==> src/rtl/uart_pkg.sv <==
// Shared UART definitions: receive FSM states and default frame geometry
// used by both the receive and transmit sides.
package uart_pkg;

    typedef enum logic [1:0] {
        IDLE  = 2'd0,
        START = 2'd1,
        DATA  = 2'd2,
        STOP  = 2'd3
    } rxState_t;

    localparam int UART_DATA_BITS  = 8;
    localparam int UART_OVERSAMPLE = 16;

endpackage

==> src/rtl/EdgeSyncEn.sv <==
// Enabled two-stage synchronizer with edge detection. Registers advance only
// on cycles with en high; edges compare the synchronized level with the
// previous synchronized level, so fall/rise hold between enabled cycles.
module EdgeSyncEn #(
    parameter logic phase = 1'b1
) (
    input  logic clk,
    input  logic nReset,
    input  logic en,
    input  logic in,
    output logic out,
    output logic fall,
    output logic rise
);

    logic meta_q;
    logic sync_q;
    logic prev_q;

    // Shift the input through meta/sync stages and remember the last synced level.
    always_ff @(posedge clk or negedge nReset) begin
        if (!nReset) begin
            meta_q <= phase;
            sync_q <= phase;
            prev_q <= phase;
        end else if (en) begin
            meta_q <= in;
            sync_q <= meta_q;
            prev_q <= sync_q;
        end
    end

    assign out  = sync_q;
    assign fall = prev_q & ~sync_q;
    assign rise = ~prev_q & sync_q;

endmodule

==> src/rtl/uart_rx_ctrl.sv <==
// UART receive controller: start-edge detection, mid-bit sampling of start,
// data (LSB first) and stop bits, valid/ready holding register and sticky
// framing-error / overrun flags.
module uart_rx_ctrl
    import uart_pkg::*;
#(
    parameter int DATA_BITS  = UART_DATA_BITS,
    parameter int OVERSAMPLE = UART_OVERSAMPLE
) (
    input  logic                 clk,
    input  logic                 nReset,
    input  logic                 tick,
    input  logic                 en,
    input  logic                 rx,
    output logic [DATA_BITS-1:0] data,
    output logic                 valid,
    input  logic                 ready,
    output logic                 frameErr,
    output logic                 overrun,
    input  logic                 clear,
    output logic                 busy
);

    localparam int TCW = $clog2(OVERSAMPLE);
    localparam int BCW = $clog2(DATA_BITS + 1);

    localparam logic [TCW-1:0] HALF_LAST = TCW'(OVERSAMPLE / 2 - 1);
    localparam logic [TCW-1:0] FULL_LAST = TCW'(OVERSAMPLE - 1);
    localparam logic [BCW-1:0] BIT_LAST  = BCW'(DATA_BITS - 1);

    rxState_t             state_q;
    logic [TCW-1:0]       tick_cnt_q;
    logic [BCW-1:0]       bit_cnt_q;
    logic [DATA_BITS-1:0] shift_q;

    logic [DATA_BITS-1:0] data_q;
    logic [DATA_BITS-1:0] data_d;
    logic                 valid_q;
    logic                 valid_d;
    logic                 frame_err_q;
    logic                 frame_err_d;
    logic                 overrun_q;
    logic                 overrun_d;

    logic step_s;
    logic line_s;
    logic fall_s;
    // The rising edge is deliberately ignored: only the mid-bit sample of the
    // start bit decides whether a frame is real.
    logic rise_unused_s;
    logic stop_sample_s;
    logic word_done_s;
    logic frame_bad_s;
    logic take_s;

    assign step_s = tick & en;

    EdgeSyncEn #(
        .phase (1'b1)
    ) u_sync (
        .clk    (clk),
        .nReset (nReset),
        .en     (step_s),
        .in     (rx),
        .out    (line_s),
        .fall   (fall_s),
        .rise   (rise_unused_s)
    );

    // Frame sequencer: bit timing counters, shift register and state.
    always_ff @(posedge clk or negedge nReset) begin
        if (!nReset) begin
            state_q    <= IDLE;
            tick_cnt_q <= {TCW{1'b0}};
            bit_cnt_q  <= {BCW{1'b0}};
            shift_q    <= {DATA_BITS{1'b0}};
        end else if (!en) begin
            state_q    <= IDLE;
            tick_cnt_q <= {TCW{1'b0}};
            bit_cnt_q  <= {BCW{1'b0}};
        end else if (tick) begin
            case (state_q)
                IDLE: begin
                    if (fall_s) begin
                        state_q    <= START;
                        tick_cnt_q <= {TCW{1'b0}};
                    end
                end
                START: begin
                    if (tick_cnt_q == HALF_LAST) begin
                        tick_cnt_q <= {TCW{1'b0}};
                        if (!line_s) begin
                            state_q   <= DATA;
                            bit_cnt_q <= {BCW{1'b0}};
                        end else begin
                            // Line went back high by mid start bit: a glitch.
                            state_q <= IDLE;
                        end
                    end else begin
                        tick_cnt_q <= tick_cnt_q + TCW'(1);
                    end
                end
                DATA: begin
                    if (tick_cnt_q == FULL_LAST) begin
                        shift_q    <= {line_s, shift_q[DATA_BITS-1:1]};
                        bit_cnt_q  <= bit_cnt_q + BCW'(1);
                        tick_cnt_q <= {TCW{1'b0}};
                        if (bit_cnt_q == BIT_LAST) begin
                            state_q <= STOP;
                        end
                    end else begin
                        tick_cnt_q <= tick_cnt_q + TCW'(1);
                    end
                end
                STOP: begin
                    // Return to IDLE mid stop bit so an early next start edge is caught.
                    if (tick_cnt_q == FULL_LAST) begin
                        state_q    <= IDLE;
                        tick_cnt_q <= {TCW{1'b0}};
                    end else begin
                        tick_cnt_q <= tick_cnt_q + TCW'(1);
                    end
                end
                default: begin
                    state_q    <= IDLE;
                    tick_cnt_q <= {TCW{1'b0}};
                    bit_cnt_q  <= {BCW{1'b0}};
                end
            endcase
        end
    end

    assign stop_sample_s = step_s && (state_q == STOP) && (tick_cnt_q == FULL_LAST);
    assign word_done_s   = stop_sample_s & line_s;
    assign frame_bad_s   = stop_sample_s & ~line_s;
    assign take_s        = valid_q & ready;

    // Holding register, handshake and sticky flags; a flag set beats clear.
    always_comb begin
        data_d      = data_q;
        valid_d     = take_s ? 1'b0 : valid_q;
        frame_err_d = clear ? 1'b0 : frame_err_q;
        overrun_d   = clear ? 1'b0 : overrun_q;
        if (word_done_s) begin
            if (!valid_q || take_s) begin
                data_d  = shift_q;
                valid_d = 1'b1;
            end else begin
                overrun_d = 1'b1;
            end
        end else if (frame_bad_s) begin
            frame_err_d = 1'b1;
        end else begin
            data_d = data_q;
        end
    end

    // Register the output-side state every clk, independent of tick.
    always_ff @(posedge clk or negedge nReset) begin
        if (!nReset) begin
            data_q      <= {DATA_BITS{1'b0}};
            valid_q     <= 1'b0;
            frame_err_q <= 1'b0;
            overrun_q   <= 1'b0;
        end else begin
            data_q      <= data_d;
            valid_q     <= valid_d;
            frame_err_q <= frame_err_d;
            overrun_q   <= overrun_d;
        end
    end

    assign data     = data_q;
    assign valid    = valid_q;
    assign frameErr = frame_err_q;
    assign overrun  = overrun_q;
    assign busy     = (state_q != IDLE);

endmodule

==> config.mk <==
export PLATFORM = sky130hd
export DESIGN_NAME = uart_rx_ctrl
export DESIGN_NICKNAME = d
export VERILOG_FILES = /design/src/rtl/uart_pkg.sv /design/src/rtl/EdgeSyncEn.sv /design/src/rtl/uart_rx_ctrl.sv
export SDC_FILE = /design/constraint.sdc
export NUM_CORES = 1
export LEC_CHECK = 0
export BUFFER_PORTS_ARGS = -buffer_cell sky130_fd_sc_hd__buf_2
export CAP_MARGIN = 25
export CORE_MARGIN = 2
export CORE_UTILIZATION = 35
export CTS_CLUSTER_DIAMETER = 150
export DETAILED_ROUTE_END_ITERATION = 8
export GPL_TIMING_DRIVEN = 0
export PLACE_DENSITY = 0.52
export SYNTH_ARGS = -nofsm -noshare
export SYNTH_HDL_FRONTEND = slang
export SYNTH_SLANG_ARGS = --single-unit
==> constraint.sdc <==
create_clock -name clk -period 2.3 [get_ports clk]
set_input_delay 0.345 -clock clk [delete_from_list [all_inputs] [get_ports clk]]
set_output_delay 0.345 -clock clk [all_outputs]
set_load 0.02 [all_outputs]
==> results of run 1 <==
sequential cells by signal, summed over array words and instances, names as in the netlist:
register       cells
data               8
shift_q            8
bit_cnt_q          4
tick_cnt_q         4
state_q            2
frameErr           1
overrun            1
u_sync.meta_q      1
u_sync.out         1
u_sync.prev_q      1
valid              1
worst max-delay path: cells and delay by family (launching register included):
kind | cells | cell delay (ps)
DFF | 1 | 380
and+or+nand+nor | 4 | 690
muxes | 1 | 300
adders and majority gates | 1 | 240
buffers and inverters | 1 | 170
path summary, 6_finish.rpt:
check | start | to | slack [ps]
worst max-delay path | tick_cnt_q[0] | data[5] | 400
worst min-delay path | nReset | tick_cnt_q[2] | 110
worst max register to register | tick_cnt_q[0] | data[5] | 400
worst min register to register | data[5] | data[5] | 510
max in group asynchronous | nReset | valid | 1730
min in group clk | clear | overrun | 280
Yosys cell counts (all sizes together), types with 3 or more instances:
cell type / count / share of area [%]
buf: 6 / 3.0
nand2: 7 / 2.2
dfrtp: 29 / 46
dfstp: 3 / 5.0
nor2b: 5 / 2.6
o21ai: 5 / 2.3
nand4: 3 / 1.6
inv: 3 / 0.72
mux2: 21 / 17
o22ai: 3 / 1.2
nand3: 10 / 3.2
cell families after synthesis:
kind of cell | count (synthesis) | synth area share (%)
AO/OA/AOI/OAI | 17 | 8.23
XOR/XNOR | 1 | 0.559
adder cells (fa/ha/maj) | 2 | 1.60
buffers and inverters | 10 | 4.07
flip-flops | 32 | 51.4
multiplexers | 22 | 17.9
AND/OR/NAND/NOR | 38 | 16.3
layout make-up:
class	instances	area, µm²
buffer	7	52.6
clock buffer	6	72.6
clock inverter	1	5.00
fill	431	2530
inverter	3	11.3
multi-input combinational	80	698
sequential	32	805
tap	52	65.1
timing repair buffer	17	85.1
power groups by stage:
stage	logic (mW)	registers, mW	clock network [mW]
after global placement	0.288	0.642	0
after CTS	0.292	0.634	0.419
after detailed placement	0.291	0.644	0
after floorplan	0.229	0.636	0
after global routing	0.320	0.638	0.442
final	0.289	0.634	0.399
through the flow:
step	area, µm²	cells
after floorplan	1570	122
after detailed placement	1720	191
after global placement	1720	191
after CTS	1790	198
after global routing	1790	198
final	1790	198
per-layer routing:
| layer | global-route usage [%] | vias to the layer above | part of all wire, % |
|---|---|---|---|
| li1 | - | 480 | - |
| met1 | 16.5 | 490 | 48 |
| met2 | 19.0 | 11 | 47 |
| met3 | 3.85 | 5 | 2.7 |
| met4 | 5.66 | 0 | 2.0 |
| met5 | 0 | - | 0 |
placed cells by master (no fill, tap or decap), drive strengths merged:
master    n
a2111oi   1
a211oi    2
a21o      2
a21oi     1
a22o      2
and2      1
and2b     1
and3      1
and3b     1
buf      23
clkbuf    7
clkinv    1
dfrtp    29
dfstp     3
ha        2
inv       3
mux2     21
mux2i     1
nand2     7
nand2b    1
nand3    10
nand3b    2
nand4     3
nor2      1
nor2b     5
nor3b     1
nor4bb    1
o211ai    1
o21ai     5
o22ai     3
or2       1
or2b      1
or3       1
xnor2     1
==> results.cfg, run 1 <==
[critical_path]
cp.required_ps = 2460
start_kind = flop
reg2reg_depth = 7
cp_slowest_cell = dfrtp_1
cpPeakStageDelay_ps = 380
cp.arrival_ps = 2060
crit_fanout = 8
worstSetupPathType = reg2reg
crit_chain = ha_1 -> and3_4 -> nor2b_4 -> nand4_2 -> nor2b_2 -> buf_6 -> mux2_4
end_kind = flop

[clocking]
cts.repair.resized = 0
clk_latency_ps = 280
cts_tree = yes
cts_hold_buf = 0
clock-sinks = 32
clk_pin_slew_worst_paths_ps = 70
cts_buffer_depth = 2
cts_setup_buffers = 0
clockRootBuffer = clkbuf_8
cts_buffers = 5
htree_num_levels = 2

[power_and_ir_drop]
pwr-share-clk_pct = 30.2
power_leakage_nw = 0.865
switchingPower_mw = 0.381
seqPwrFrac_pct = 48.0
sw_frac_of_total_pct = 28.8
p_comb_share_pct = 21.8
p_per_area_mw_per_mm2 = 737
intPower_mw = 0.941
finalPower_mw = 1.32
ir_worst_vdd_mv = 0.389

[route]
drc = 0
routed_wl_um = 2700
vias = 986
routed_via_density = 4.98
ant_nets = 0
wire_per_inst_um = 13.6
drt_pre_antenna_iters = 4
drt_iter0_markers = 18

[sta]
worst_pin_slew_ps = 703
setup_viol = 0
setup_tns_ps = 0
relSlewSlack_pct = 53.1
timing.fmax_ghz = 0.526
finalCritPeriodShare_pct = 82.7
drv_slew = 0
finalHoldViolations = 0
period_needed_ps = 1900
rsz0062_at_grt = no
whs_ps = 110
fin_skew_ps = 7.87
setup_ws_ps = 399

[synth]
synth_edf_count = 0
yosys_warnings = 0
synthFlopType = dfrtp_1
synth_seq_cells = 32
syn_nets = 131
async_flop_share_pct = 100
synth.distinct_cells = 43
syn_area_mm2 = 0.00157
syn_inst = 122
seq_area_frac_synth_pct = 51.4
synth_area_per_cell_um2 = 12.8

[place]
hpwlAfterDp_um = 1930
dpl_worst_slack_ps = 394
place_congestion = 0.723
io_buffers = 17

[cells_and_area]
utilization_pct = 41.5
final_layout_size_suffix_gt1_share_pct = 44.5
diodes = 0
fin_nets = 155
syn_to_final_growth_pct = 14.5

[run]
max-cap-violations = 0

[global_routing]
grt_overflow_total = 0
antenna_found_initial = 0
grt_pass1_wl_um = 4930
grt_max_degree = 33
grt_pass1_vias = 1065
grt_use_total_pct = 12.5

[floorplanning]
die_w_um = 70.9
start_util_pct = 36.2
io_pins = 19
die_area_mm2 = 0.00503
die_y_um = 70.9
core_mm2 = 0.00432
rows = 24

[worst_hold_path]
hold_path_class = in2async

[outcome]
status = complete, no violations
No activity file was read; power rests on OpenSTA's default activity.
==> run 2, diff against run 1 <==
- clock period: 2.3 -> 1.8 ns (I/O delays scaled with it)
==> results.cfg, run 2 (synthesis gave the netlist of run 1 again) <==
[place]
place_inst = 191
placed_cell_area_mm2 = 0.00172
place_congestion = 0.723
io_buffers = 17
hpwlAfterDp_um = 1930

[critical_path]
crit_fanout = 8
start_kind = flop
cp.arrival_ps = 1920
end_kind = flop
worstSetupPathType = reg2reg
cp.required_ps = 1960

[clocking]
clk_latency_ps = 280
clockRootBuffer = clkbuf_8
cts_buffers = 5
clk_pin_slew_worst_paths_ps = 70
cts_tree = yes
cts_buffer_depth = 2
htree_num_levels = 2
clock-sinks = 32

[cells_and_area]
stdcell_area_mm2 = 0.00183
utilization_pct = 42.4
fin_nets = 157
fin_cells = 200
multi_input_area_um2 = 719
final_layout_size_suffix_gt1_share_pct = 45.9
final_cell_mix = dfrtp_1, buf_2, mux2_2
nFillCells = 422
regArea_um2 = 805
diodes = 0
syn_to_final_growth_pct = 17.1
final_common_cell = dfrtp_1

[global_routing]
antenna_found_initial = 0
grt_pass1_wl_um = 4960
grt_use_total_pct = 12.6
grt_overflow_total = 0
grt_max_degree = 33
grt_pass1_vias = 1069

[floorplanning]
core_mm2 = 0.00432
start_util_pct = 36.2
die_w_um = 70.9
die_y_um = 70.9
rows = 24
die_area_mm2 = 0.00503
io_pins = 19

[route]
routed_via_density = 4.96
wire_per_inst_um = 13.7
drt_iter0_markers = 15
ant_nets = 0
routed_wl_um = 2740
drt_pre_antenna_iters = 4
drc = 0
vias = 991

[sta]
finalHoldViolations = 0
setup_tns_ps = 0
rsz0062_at_grt = yes
finalCritPeriodShare_pct = 98.1
relSlewSlack_pct = 53.2
period_needed_ps = 1770
drv_slew = 0
worst_pin_slew_ps = 702
fin_skew_ps = 8.12
timing.fmax_ghz = 0.567
whs_ps = 34.6
setup_viol = 0

[outcome]
status = complete, no violations

[power_and_ir_drop]
ir_worst_vdd_mv = 0.504
p_per_area_mw_per_mm2 = 930
power_leakage_nw = 0.872

[worst_hold_path]
hold_path_class = in2async

[run]
max-cap-violations = 0
==> run 2: changes by cell type in the layout (fill, tap and decap cells not counted) <==
cell | before | now
buf_4 | 2 | 3
buf_6 | 2 | 3
ha_1 | 2 | 1
ha_4 | 0 | 1
nand4_2 | 1 | 0
nand4_4 | 0 | 1
==> run 2: power by group <==
part / switching (mW) / leakage [nW] / internal (mW)
clock: 0.248 / 0.0410 / 0.262
combinational: 0.210 / 0.397 / 0.169
sequential: 0.0413 / 0.434 / 0.775
==> run 2: timing repair <==
item,in CTS,in global routing
pin swaps,2,1
setup endpoints to repair,15,16
hold endpoints to repair,0,0
gates resized for setup,3,1
cloned,0,0
hold buffers,0,0
setup buffers,1,1
==> run 2: critical path, stage by stage, from the launching register on <==
cell	delay [ps]
dfrtp_1	420
ha_4	150
and3_4	180
nor2b_4	170
nand4_4	100
nor2b_2	150
buf_6	170
mux2_4	300
==> run 2: cell type report <==
cell class,instances,area share [%]
clock inverters,1,0.273
inverters,3,0.614
plain buffers,7,3.07
well taps,52,3.55
repair buffers,19,5.46
flip-flops and latches,32,43.9
clock buffers,6,3.96
multi-input cells,80,39.2
==> run 2: through the flow <==
stage	worst slack (ps)	total power, mW
3_5_place_dp	-106	1.19
5_1_grt	-47.4	1.81
4_1_cts	12.8	1.73
3_3_place_gp	-69.4	1.19
6_report	34.9	1.71
2_1_floorplan	66.8	1.10
==> run 2: final timing paths <==
kind / slack [ps] / startpoint / cells past startpoint / end
max: 30 / tick_cnt_q[0] / 7 / data[5]
min: 30 / nReset / 1 / tick_cnt_q[2]
max reg2reg: 30 / tick_cnt_q[0] / 7 / data[5]
min reg2reg: 510 / data[5] / 1 / data[5]
max in group asynchronous: 1310 / nReset / 1 / valid
min in group clk: 200 / clear / 2 / overrun
==> run 2: per-layer routing <==
metal  vias up  GRT usage [%]  share of wire (%)
li1        484              -                  -
met1       489           16.5                 47
met2        13           19.3                 47
met3         5           3.85                3.0
met4         0           5.66                2.0
met5         -              0                  0
